--- config.mk ---
export PLATFORM = sky130hd
export DESIGN_NAME = cv32e40p_hsiao_secded_decoder_pipe
export DESIGN_NICKNAME = d
export VERILOG_FILES = /design/src/rtl/cv32e40p_secded_pkg.sv /design/src/rtl/cv32e40p_hsiao_secded_syndrome.sv /design/src/rtl/cv32e40p_hsiao_secded_decoder_pipe.sv
export SDC_FILE = /design/constraint.sdc
export NUM_CORES = 1
export LEC_CHECK = 0
export CAP_MARGIN = 30
export CELL_PAD_IN_SITES_DETAIL_PLACEMENT = 1
export CELL_PAD_IN_SITES_GLOBAL_PLACEMENT = 1
export CORE_UTILIZATION = 41
export DETAILED_ROUTE_END_ITERATION = 8
export PLACE_DENSITY_LB_ADDON = 0.1
export SLEW_MARGIN = 0
export SYNTH_ARGS = -nofsm -noshare
export SYNTH_HDL_FRONTEND = slang
export SYNTH_SLANG_ARGS = --single-unit
--- constraint.sdc ---
create_clock -name clk -period 2.9 [get_ports clk]
set_input_delay 0.58 -clock clk [delete_from_list [all_inputs] [get_ports clk]]
set_output_delay 0.58 -clock clk [all_outputs]
set_load 0.05 [all_outputs]
--- src/rtl/cv32e40p_secded_pkg.sv ---
// Shared Hsiao (39,32) SEC-DED definitions.
// Encoder and decoder both take the H matrix from here.
package cv32e40p_secded_pkg;

  localparam int SECDED_K = 32;
  localparam int SECDED_R = 7;
  localparam int SECDED_N = SECDED_K + SECDED_R;

  typedef logic [SECDED_R-1:0][SECDED_N-1:0] secded_h_t;
  typedef logic [SECDED_N-1:0][SECDED_R-1:0] secded_ht_t;

  // Row i at index i; bit 38 of each row is the MSB.
  localparam secded_h_t SECDED_H = {
    39'b001100100101010011001010010101001000000,
    39'b010010011001001100101001010100100100000,
    39'b101001100010110010100101010010100010000,
    39'b100110010101001010010100101010100001000,
    39'b011001001100101001010011001010010000100,
    39'b010100110010100101001100101001010000010,
    39'b100011001010010100110010100101010000001
  };

  function automatic secded_ht_t secded_transpose(secded_h_t h);
    secded_ht_t ht;
    for (int c = 0; c < SECDED_N; c++) begin
      for (int r = 0; r < SECDED_R; r++) begin
        ht[c][r] = h[r][c];
      end
    end
    return ht;
  endfunction

  localparam secded_ht_t SECDED_HT = secded_transpose(SECDED_H);

  typedef enum logic [2:0] {
    SECDED_NONE = 3'b001,
    SECDED_SEC  = 3'b010,
    SECDED_DED  = 3'b100
  } secded_e;

endpackage

--- src/rtl/cv32e40p_hsiao_secded_syndrome.sv ---
// Combinational Hsiao syndrome generator.
// DATA_ONLY masks the check bits, giving the encoder's parity.
module cv32e40p_hsiao_secded_syndrome
  import cv32e40p_secded_pkg::*;
#(
  parameter bit DATA_ONLY = 1'b0
) (
  input  logic [SECDED_N-1:0] cw,
  output logic [SECDED_R-1:0] syndrome
);

  localparam logic [SECDED_N-1:0] MASK = DATA_ONLY ?
    {{SECDED_K{1'b1}}, {SECDED_R{1'b0}}} :
    {SECDED_N{1'b1}};

  always_comb begin
    syndrome = '0;
    for (int i = 0; i < SECDED_R; i++) begin
      syndrome[i] = ^(cw & SECDED_H[i] & MASK);
    end
  end

endmodule

--- src/rtl/cv32e40p_hsiao_secded_decoder_pipe.sv ---
// Two-stage Hsiao SEC-DED checker/corrector with
// valid/ready backpressure and saturating error counters.
module cv32e40p_hsiao_secded_decoder_pipe
  import cv32e40p_secded_pkg::*;
#(
  parameter int DATA_WIDTH = 32,
  parameter int R_BITS     = 7,
  parameter int CNT_WIDTH  = 16
) (
  input  logic                         clk,
  input  logic                         rst,
  input  logic                         valid_i,
  output logic                         ready_o,
  input  logic [DATA_WIDTH+R_BITS-1:0] data_dec_i,
  output logic                         valid_o,
  input  logic                         ready_i,
  output logic [DATA_WIDTH-1:0]        data_dec_o,
  output logic [2:0]                   secded_o,
  output logic [5:0]                   err_pos_o,
  output logic [R_BITS-1:0]            syndrome_o,
  output logic [CNT_WIDTH-1:0]         sec_cnt_o,
  output logic [CNT_WIDTH-1:0]         ded_cnt_o,
  output logic                         fatal_o,
  input  logic                         clear_i
);

  localparam int N = DATA_WIDTH + R_BITS;

  logic          s1_valid;
  logic [N-1:0]  s1_cw;
  logic [R_BITS-1:0] s1_syn;
  logic [R_BITS-1:0] syn;
  logic          s2_valid;
  secded_e       s2_cls;

  logic          s2_load;
  logic          in_xfer;
  logic          out_xfer;

  secded_e       cls;
  logic [5:0]    pos;
  logic [N-1:0]  flip;
  logic [N-1:0]  corr;
  logic          found;

  cv32e40p_hsiao_secded_syndrome #(
    .DATA_ONLY(1'b0)
  ) u_syndrome (
    .cw      (data_dec_i),
    .syndrome(syn)
  );

  assign s2_load  = !s2_valid || ready_i;
  assign ready_o  = !s1_valid || s2_load;
  assign in_xfer  = valid_i && ready_o;
  assign valid_o  = s2_valid;
  assign out_xfer = valid_o && ready_i;
  assign secded_o = s2_cls;

  // A non-zero syndrome that matches no column is uncorrectable.
  always_comb begin
    cls   = SECDED_NONE;
    pos   = '0;
    flip  = '0;
    found = 1'b0;
    if (s1_syn != '0) begin
      cls = SECDED_DED;
      for (int j = 0; j < N; j++) begin
        if (!found && s1_syn == SECDED_HT[j]) begin
          found   = 1'b1;
          cls     = SECDED_SEC;
          pos     = 6'(j);
          flip[j] = 1'b1;
        end
      end
    end
    corr = s1_cw ^ flip;
  end

  always_ff @(posedge clk) begin
    if (rst) begin
      s1_valid   <= 1'b0;
      s1_cw      <= '0;
      s1_syn     <= '0;
      s2_valid   <= 1'b0;
      s2_cls     <= SECDED_NONE;
      data_dec_o <= '0;
      err_pos_o  <= '0;
      syndrome_o <= '0;
    end else begin
      if (ready_o) s1_valid <= valid_i;
      if (in_xfer) begin
        s1_cw  <= data_dec_i;
        s1_syn <= syn;
      end
      if (s2_load) s2_valid <= s1_valid;
      if (s2_load && s1_valid) begin
        data_dec_o <= corr[N-1:R_BITS];
        s2_cls     <= cls;
        err_pos_o  <= pos;
        syndrome_o <= s1_syn;
      end
    end
  end

  always_ff @(posedge clk) begin
    if (rst || clear_i) begin
      sec_cnt_o <= '0;
      ded_cnt_o <= '0;
      fatal_o   <= 1'b0;
    end else if (out_xfer) begin
      if (s2_cls == SECDED_SEC && sec_cnt_o != '1)
        sec_cnt_o <= sec_cnt_o + 1'b1;
      if (s2_cls == SECDED_DED) begin
        if (ded_cnt_o != '1)
          ded_cnt_o <= ded_cnt_o + 1'b1;
        fatal_o <= 1'b1;
      end
    end
  end

endmodule

Word level (Yosys, flattened, before mapping)
Cells that the tools add are included.
W data, S select, Z words.
- flip-flop bits (word level): 129
- input bits: 44
- add/subtract/negate cells: 2
- equal/unequal tests: 43
- muxes and demuxes: 194
- bitwise logic cells: 1
- reduce and logical (&&, ||, !) cells: 96
- operator list (cell ; number):
    $reduce_xor A39 Y1 ; 7
    $mux W6 ; 38
    $mux W3 ; 40
    $mux W1 ; 115
    $eq A7 B7 Y1 const B ; 14
    $eq A7 B6 Y1 const B ; 10
    $eq A7 B5 Y1 const B ; 7
    $logic_and A1 B1 Y1 ; 42
    $logic_not A1 Y1 ; 40
    $mux W39 ; 1
    $xor A39 B39 Y39 ; 1
    $add A16 B1 Y16 const B ; 2
    $ne A16 B16 Y1 const B ; 2
    $eq A7 B4 Y1 const B ; 4
    $eq A7 B3 Y1 const B ; 2
    $eq A7 B1 Y1 const B ; 1
    $eq A7 B2 Y1 const B ; 1
    $reduce_bool A7 Y1 ; 1
    $reduce_and A2 Y1 ; 2
    $eq A3 B2 Y1 const B ; 1
    $eq A3 B3 Y1 const B ; 1
    $logic_or A1 B1 Y1 ; 3
    $reduce_and A3 Y1 ; 1

Depth between registers and ports, before layout
- depth in word-level cells: 156
- gate-level depth with buffers: 9
- gate-level depth less buffers: 7

Hierarchy
Synthesis repeated with hierarchy kept, for this count alone.
- cells, all modules: 776
- area total of the unflattened synthesis: 6670.1 µm²
- modules (own cells, without submodules) (module ; instances ; cells each ; area an instance (µm²)):
    cv32e40p_hsiao_secded_decoder_pipe ; 1 ; 719 ; 5893.2
    cv32e40p_hsiao_secded_syndrome ; 1 ; 57 ; 777.0

Worst setup path after synthesis
Ideal clock, no wire load.
- path kind: register to register
- start: register sec_cnt_o[0]
- end: register sec_cnt_o[3]
- arrival: 2.223 ns
- required time: 2.772 ns
- setup slack: 0.550 ns
- cell stages (with the launch flop): 9
- cells stage by stage: dfxtp_1 > ha_1 > nand3_1 > or4_1 > and2_1 > buf_2 > and4_1 > xnor2_1 > nor2_1
- longest elaborated chain between the ends: 3
- elaborated cells between the ends (all ways): 4
- those cells by class: add/sub (1); eq/ne (1); reduce/logical (2)
- ends and longest elaborated chain (item ; line ; RTL):
    start, declared ; cv32e40p_hsiao_secded_decoder_pipe.sv:21 ; output logic [CNT_WIDTH-1:0] sec_cnt_o,
    start signal, assigned ; cv32e40p_hsiao_secded_decoder_pipe.sv:113 ; sec_cnt_o <= sec_cnt_o + 1'b1;
    parallel branches: the longest is 3 deep, another holds $add A16 B1 Y16 ; - ;
Several ways; the timed one is not identified.
A chain may end at the register's enable or synchronous reset.

Worst setup path after layout
- start: register s1_syn[6]
- end: register s2_cls[1] (netlist: secded_o[1])
- longest elaborated chain between the ends: 155
- elaborated cells between the ends (all ways): 232
- those cells by class: eq/ne (39); mux (116); reduce/logical (77)
- ends and longest elaborated chain (item ; line ; RTL):
    start, declared ; cv32e40p_hsiao_secded_decoder_pipe.sv:31 ; logic [R_BITS-1:0] s1_syn;
    start signal, assigned ; cv32e40p_hsiao_secded_decoder_pipe.sv:94 ; s1_syn <= syn;
    $eq A7 B1 Y1 ; cv32e40p_hsiao_secded_decoder_pipe.sv:69 ; if (!found && s1_syn == SECDED_HT[j]) begin
    $mux W1 ; cv32e40p_hsiao_secded_decoder_pipe.sv:69 ;
    $mux W1 ; cv32e40p_hsiao_secded_decoder_pipe.sv:66 ; if (s1_syn != '0) begin
    $logic_not A1 Y1 ; cv32e40p_hsiao_secded_decoder_pipe.sv:69 ;
    $logic_and A1 B1 Y1 ; cv32e40p_hsiao_secded_decoder_pipe.sv:69 ;
    $mux W1 ; cv32e40p_hsiao_secded_decoder_pipe.sv:69 ;
    $mux W1 ; cv32e40p_hsiao_secded_decoder_pipe.sv:66 ;
    $logic_not A1 Y1 ; cv32e40p_hsiao_secded_decoder_pipe.sv:69 ;
    (+139 left out) ; - ;
    $logic_not A1 Y1 ; cv32e40p_hsiao_secded_decoder_pipe.sv:69 ;
    $logic_and A1 B1 Y1 ; cv32e40p_hsiao_secded_decoder_pipe.sv:69 ;
    $mux W1 ; cv32e40p_hsiao_secded_decoder_pipe.sv:69 ;
    $mux W1 ; cv32e40p_hsiao_secded_decoder_pipe.sv:66 ;
    $logic_not A1 Y1 ; cv32e40p_hsiao_secded_decoder_pipe.sv:69 ;
    $logic_and A1 B1 Y1 ; cv32e40p_hsiao_secded_decoder_pipe.sv:69 ;
    $mux W3 ; cv32e40p_hsiao_secded_decoder_pipe.sv:69 ;
    $mux W3 (*) ; cv32e40p_hsiao_secded_decoder_pipe.sv:66 ;
    end signal, assigned ; cv32e40p_hsiao_secded_decoder_pipe.sv:99 ; s2_cls <= cls;
    end, declared ; cv32e40p_hsiao_secded_decoder_pipe.sv:34 ; secded_e s2_cls;
Every way passes the cells marked *; elsewhere a longest branch is shown, timed or not. The select of a mux whose other input is x is not followed.

==> metrics.yaml <==
setup_path:
  crit_type: "register to register"
  crit_end: "secded_o[1]$_SDFFE_PP0P_"
  cp.depth: 6
  r2r_cells: 6
  worstPathArrival_ns: 2.90
  critPathLaunchType: "register"
  crit_fanout: 17
  slowest_delay_ns: 0.76
  cpLargestDelayFamily: "simple AND/OR/NAND/NOR gates"
  end_kind: "register"
  r2r_end: "secded_o[1]$_SDFFE_PP0P_"
  cp-startpoint: "s1_syn[6]$_SDFFE_PP0P_"
  cp.required_ns: 3.20
  critical-path-slowest-cell: "dfxtp_1"
  path_buf_inv: 0
  worstPathCellList: "or3_1 -> nor3_1 -> or4_1 -> nor4_2 -> nand4b_1 -> a22o_1"
  r2r_slack_ns: 0.31
  r2r_start: "s1_syn[6]$_SDFFE_PP0P_"
cts:
  clk_path_buf_depth: 2
  cts_root_buf: "clkbuf_16"
  clkTransAtPathRegs_ns: 0.05
  holdBufCountCts: 0
  cts_inserted_buffers: 17
  ctsResizeCount: 0
  post_cts_buffers: 0
  cts_sinks: 122
  h-tree-depth: 4
  tritoncts: "done"
  clkLatencyLatePin_ns: 0.41
synthesis:
  synth_cells: 788
  synth.ff_latch_count: 122
  ys_seq_area_share_pct: 37.8
  syn-cell-area_sq_um: 6460
  synth_most_common_cell: "nand2_1"
  synth_top_cell_by_area: "dfxtp_1"
  synth_fp_nets: 834
  yosysUniqueCellTypes: 66
  synth-edff-count: 0
  async_flop_share_pct: 0
  synth_area_per_cell_sq_um: 8.20
  netlist_top_cells_area: "dfxtp_1, xnor2_1, nand2_1"
  ys.flop_type: "dfxtp_1"
  synth_top_area_share_pct: 37.8
  synth_common_cells: "nand2_1, dfxtp_1, xnor2_1, nor2_1, a21oi_1"
  ys_warn_count: 0
global_routing:
  grt_antenna_before_repair: 0
  groute.usage.overall_pct: 25.6
  grt_pass1_wl_um: 32600
  grt_overflow_total: 0
  grt_start_max_net_pins: 74
  first_global_vias: 6336
flow_run:
  drv_cap: 0
sta:
  finalCritPeriodShare_pct: 89.5
  layout_min_cycle_time_ns: 2.59
  finalSetupViolCount: 0
  worstMarginPinSlew_ns: 0.775
  hold-worst-slack_ns: 0.440
  slew_viol_final: 0
  slew_headroom_pct: 48.3
  max_freq_mhz: 385
  grt_setup_unrepaired: "no"
  fin_tns_setup_ns: 0
  skew_ns: 0.00766
  hold_viol: 0
detailed_routing:
  ant_nets: 0
  wl_um: 20100
  vias: 6041
  firstDrtPassIters: 4
  via_per_inst: 5.38
  drt_iter0_drc: 393
  avgRoutedWirePerCell_um: 17.9
  drc: 0
placed_design:
  dp_cells: 1094
  port_buffers: 126
  routabilityCongestion: 0.906
  dp_hpwl_um: 15100
floorplanning:
  initial_utilization_pct: 42.2
  core_sq_um: 15300
  die_area_sq_um: 16300
  io_pins: 127
  die_h_um: 128
  dieWidth_um: 128
  num_rows: 45
worst_hold_path:
  hp-start: "fatal_o$_SDFFE_PP0P_"
  hold_path.class: "register to register"
cells_and_area:
  syn2layout_area_growth_pct: 31.2
  diodes: 0
  fin_cells: 1122
  drive_above_1_share_pct: 6.81
  layout.nets: 948
pwr:
  vdd_drop_max_mv: 0.430
  cellPowerDensity_nw_per_um2: 631
  total_power_mw: 5.35
  power.leakage_nw: 2.90
run_status:
  outcome: "complete, no violations"
-- worst reg2reg max path: stages (launching register included) --
cell and delay, ns:
dfxtp_1 0.76, or3_1 0.32, nor3_1 0.16, or4_1 0.59, nor4_2 0.20, nand4b_1 0.21, a22o_1 0.25
-- report_power, final --
part | internal (mW) | switching (mW) | total [mW]
clock | 1.29 | 0.686 | 1.98
sequential | 1.78 | 0.158 | 1.94
combinational | 0.601 | 0.829 | 1.43
-- worst min-delay path by stage --
stage / end / depth (start not counted)
finish: fatal_o$_SDFFE_PP0P_ / 2
global route: fatal_o$_SDFFE_PP0P_ / 2
CTS: fatal_o$_SDFFE_PP0P_ / 2
detailed placement: fatal_o$_SDFFE_PP0P_ / 2
global placement: fatal_o$_SDFFE_PP0P_ / 2
floorplan: s1_cw[20]$_SDFFE_PP0P_ / 2
-- per-layer routing --
| layer | track usage, % | wire [um] |
|---|---|---|
| met1 | 31.0 | 8780 |
| met2 | 44.7 | 10000 |
| met3 | 5.15 | 916 |
| met4 | 9.87 | 446 |
| met5 | 0 | 0 |
-- layout make-up --
type / instances / area [sq um]
Clock buffer: 26 / 519
Clock inverter: 2 / 35.0
Fill cell: 1821 / 6840
Inverter: 7 / 26.3
Multi-Input combinational cell: 604 / 3760
Sequential cell: 122 / 2440
Tap cell: 211 / 264
Timing Repair Buffer: 150 / 1430
-- metrics by stage --
step,util [%],area (sq um),worst slack [ns]
floorplan,-,6460,0.550
global placement,51.7,7920,0.373
detailed placement,51.7,7920,0.265
CTS,55.4,8480,0.364
global route,55.4,8480,0.155
finish,55.4,8480,0.306
-- state kept, by name, summed over array words and instances (netlist names) --
name and flops:
err_pos_o 6, s1_syn 7, valid_o 1, secded_o 3
syndrome_o 7, fatal_o 1, s1_valid 1, s1_cw 32
sec_cnt_o 16, data_dec_o 32, ded_cnt_o 16
-- placed cells by master, fill, tap and decap left out, types with 6 or more instances in the layout --
| master | Yosys | final |
|---|---|---|
| inv_1 | 7 | 7 |
| clkbuf_8 | 0 | 6 |
| nor2b_1 | 11 | 10 |
| clkdlybuf4s50_1 | 0 | 124 |
| a311oi_1 | 6 | 6 |
| buf_4 | 1 | 25 |
| clkbuf_16 | 0 | 17 |
| nand4_1 | 9 | 9 |
| a211oi_1 | 32 | 32 |
| nor3_1 | 6 | 6 |
| dfxtp_1 | 122 | 122 |
| nor2_1 | 81 | 81 |
| a21oi_1 | 61 | 61 |
| and3_1 | 7 | 7 |
| nand3_1 | 15 | 15 |
| nand2b_1 | 8 | 8 |
| and4_1 | 8 | 8 |
| xnor2_1 | 84 | 84 |
| or3_1 | 13 | 13 |
| o21ai_0 | 20 | 20 |
| xor2_1 | 42 | 42 |
| nand2_1 | 127 | 127 |
-- cells by family after synthesis --
kind of cell | after synthesis | synth area share, %
AND/OR/NAND/NOR | 324 | 24.9
buffers and inverters | 62 | 4.20
adder cells (fa/ha/maj) | 2 | 0.387
flip-flops | 122 | 37.8
AO/OA/AOI/OAI | 146 | 14.5
multiplexers | 5 | 0.774
XOR/XNOR | 127 | 17.4
Note: power is estimated with default switching activity, not from simulation.
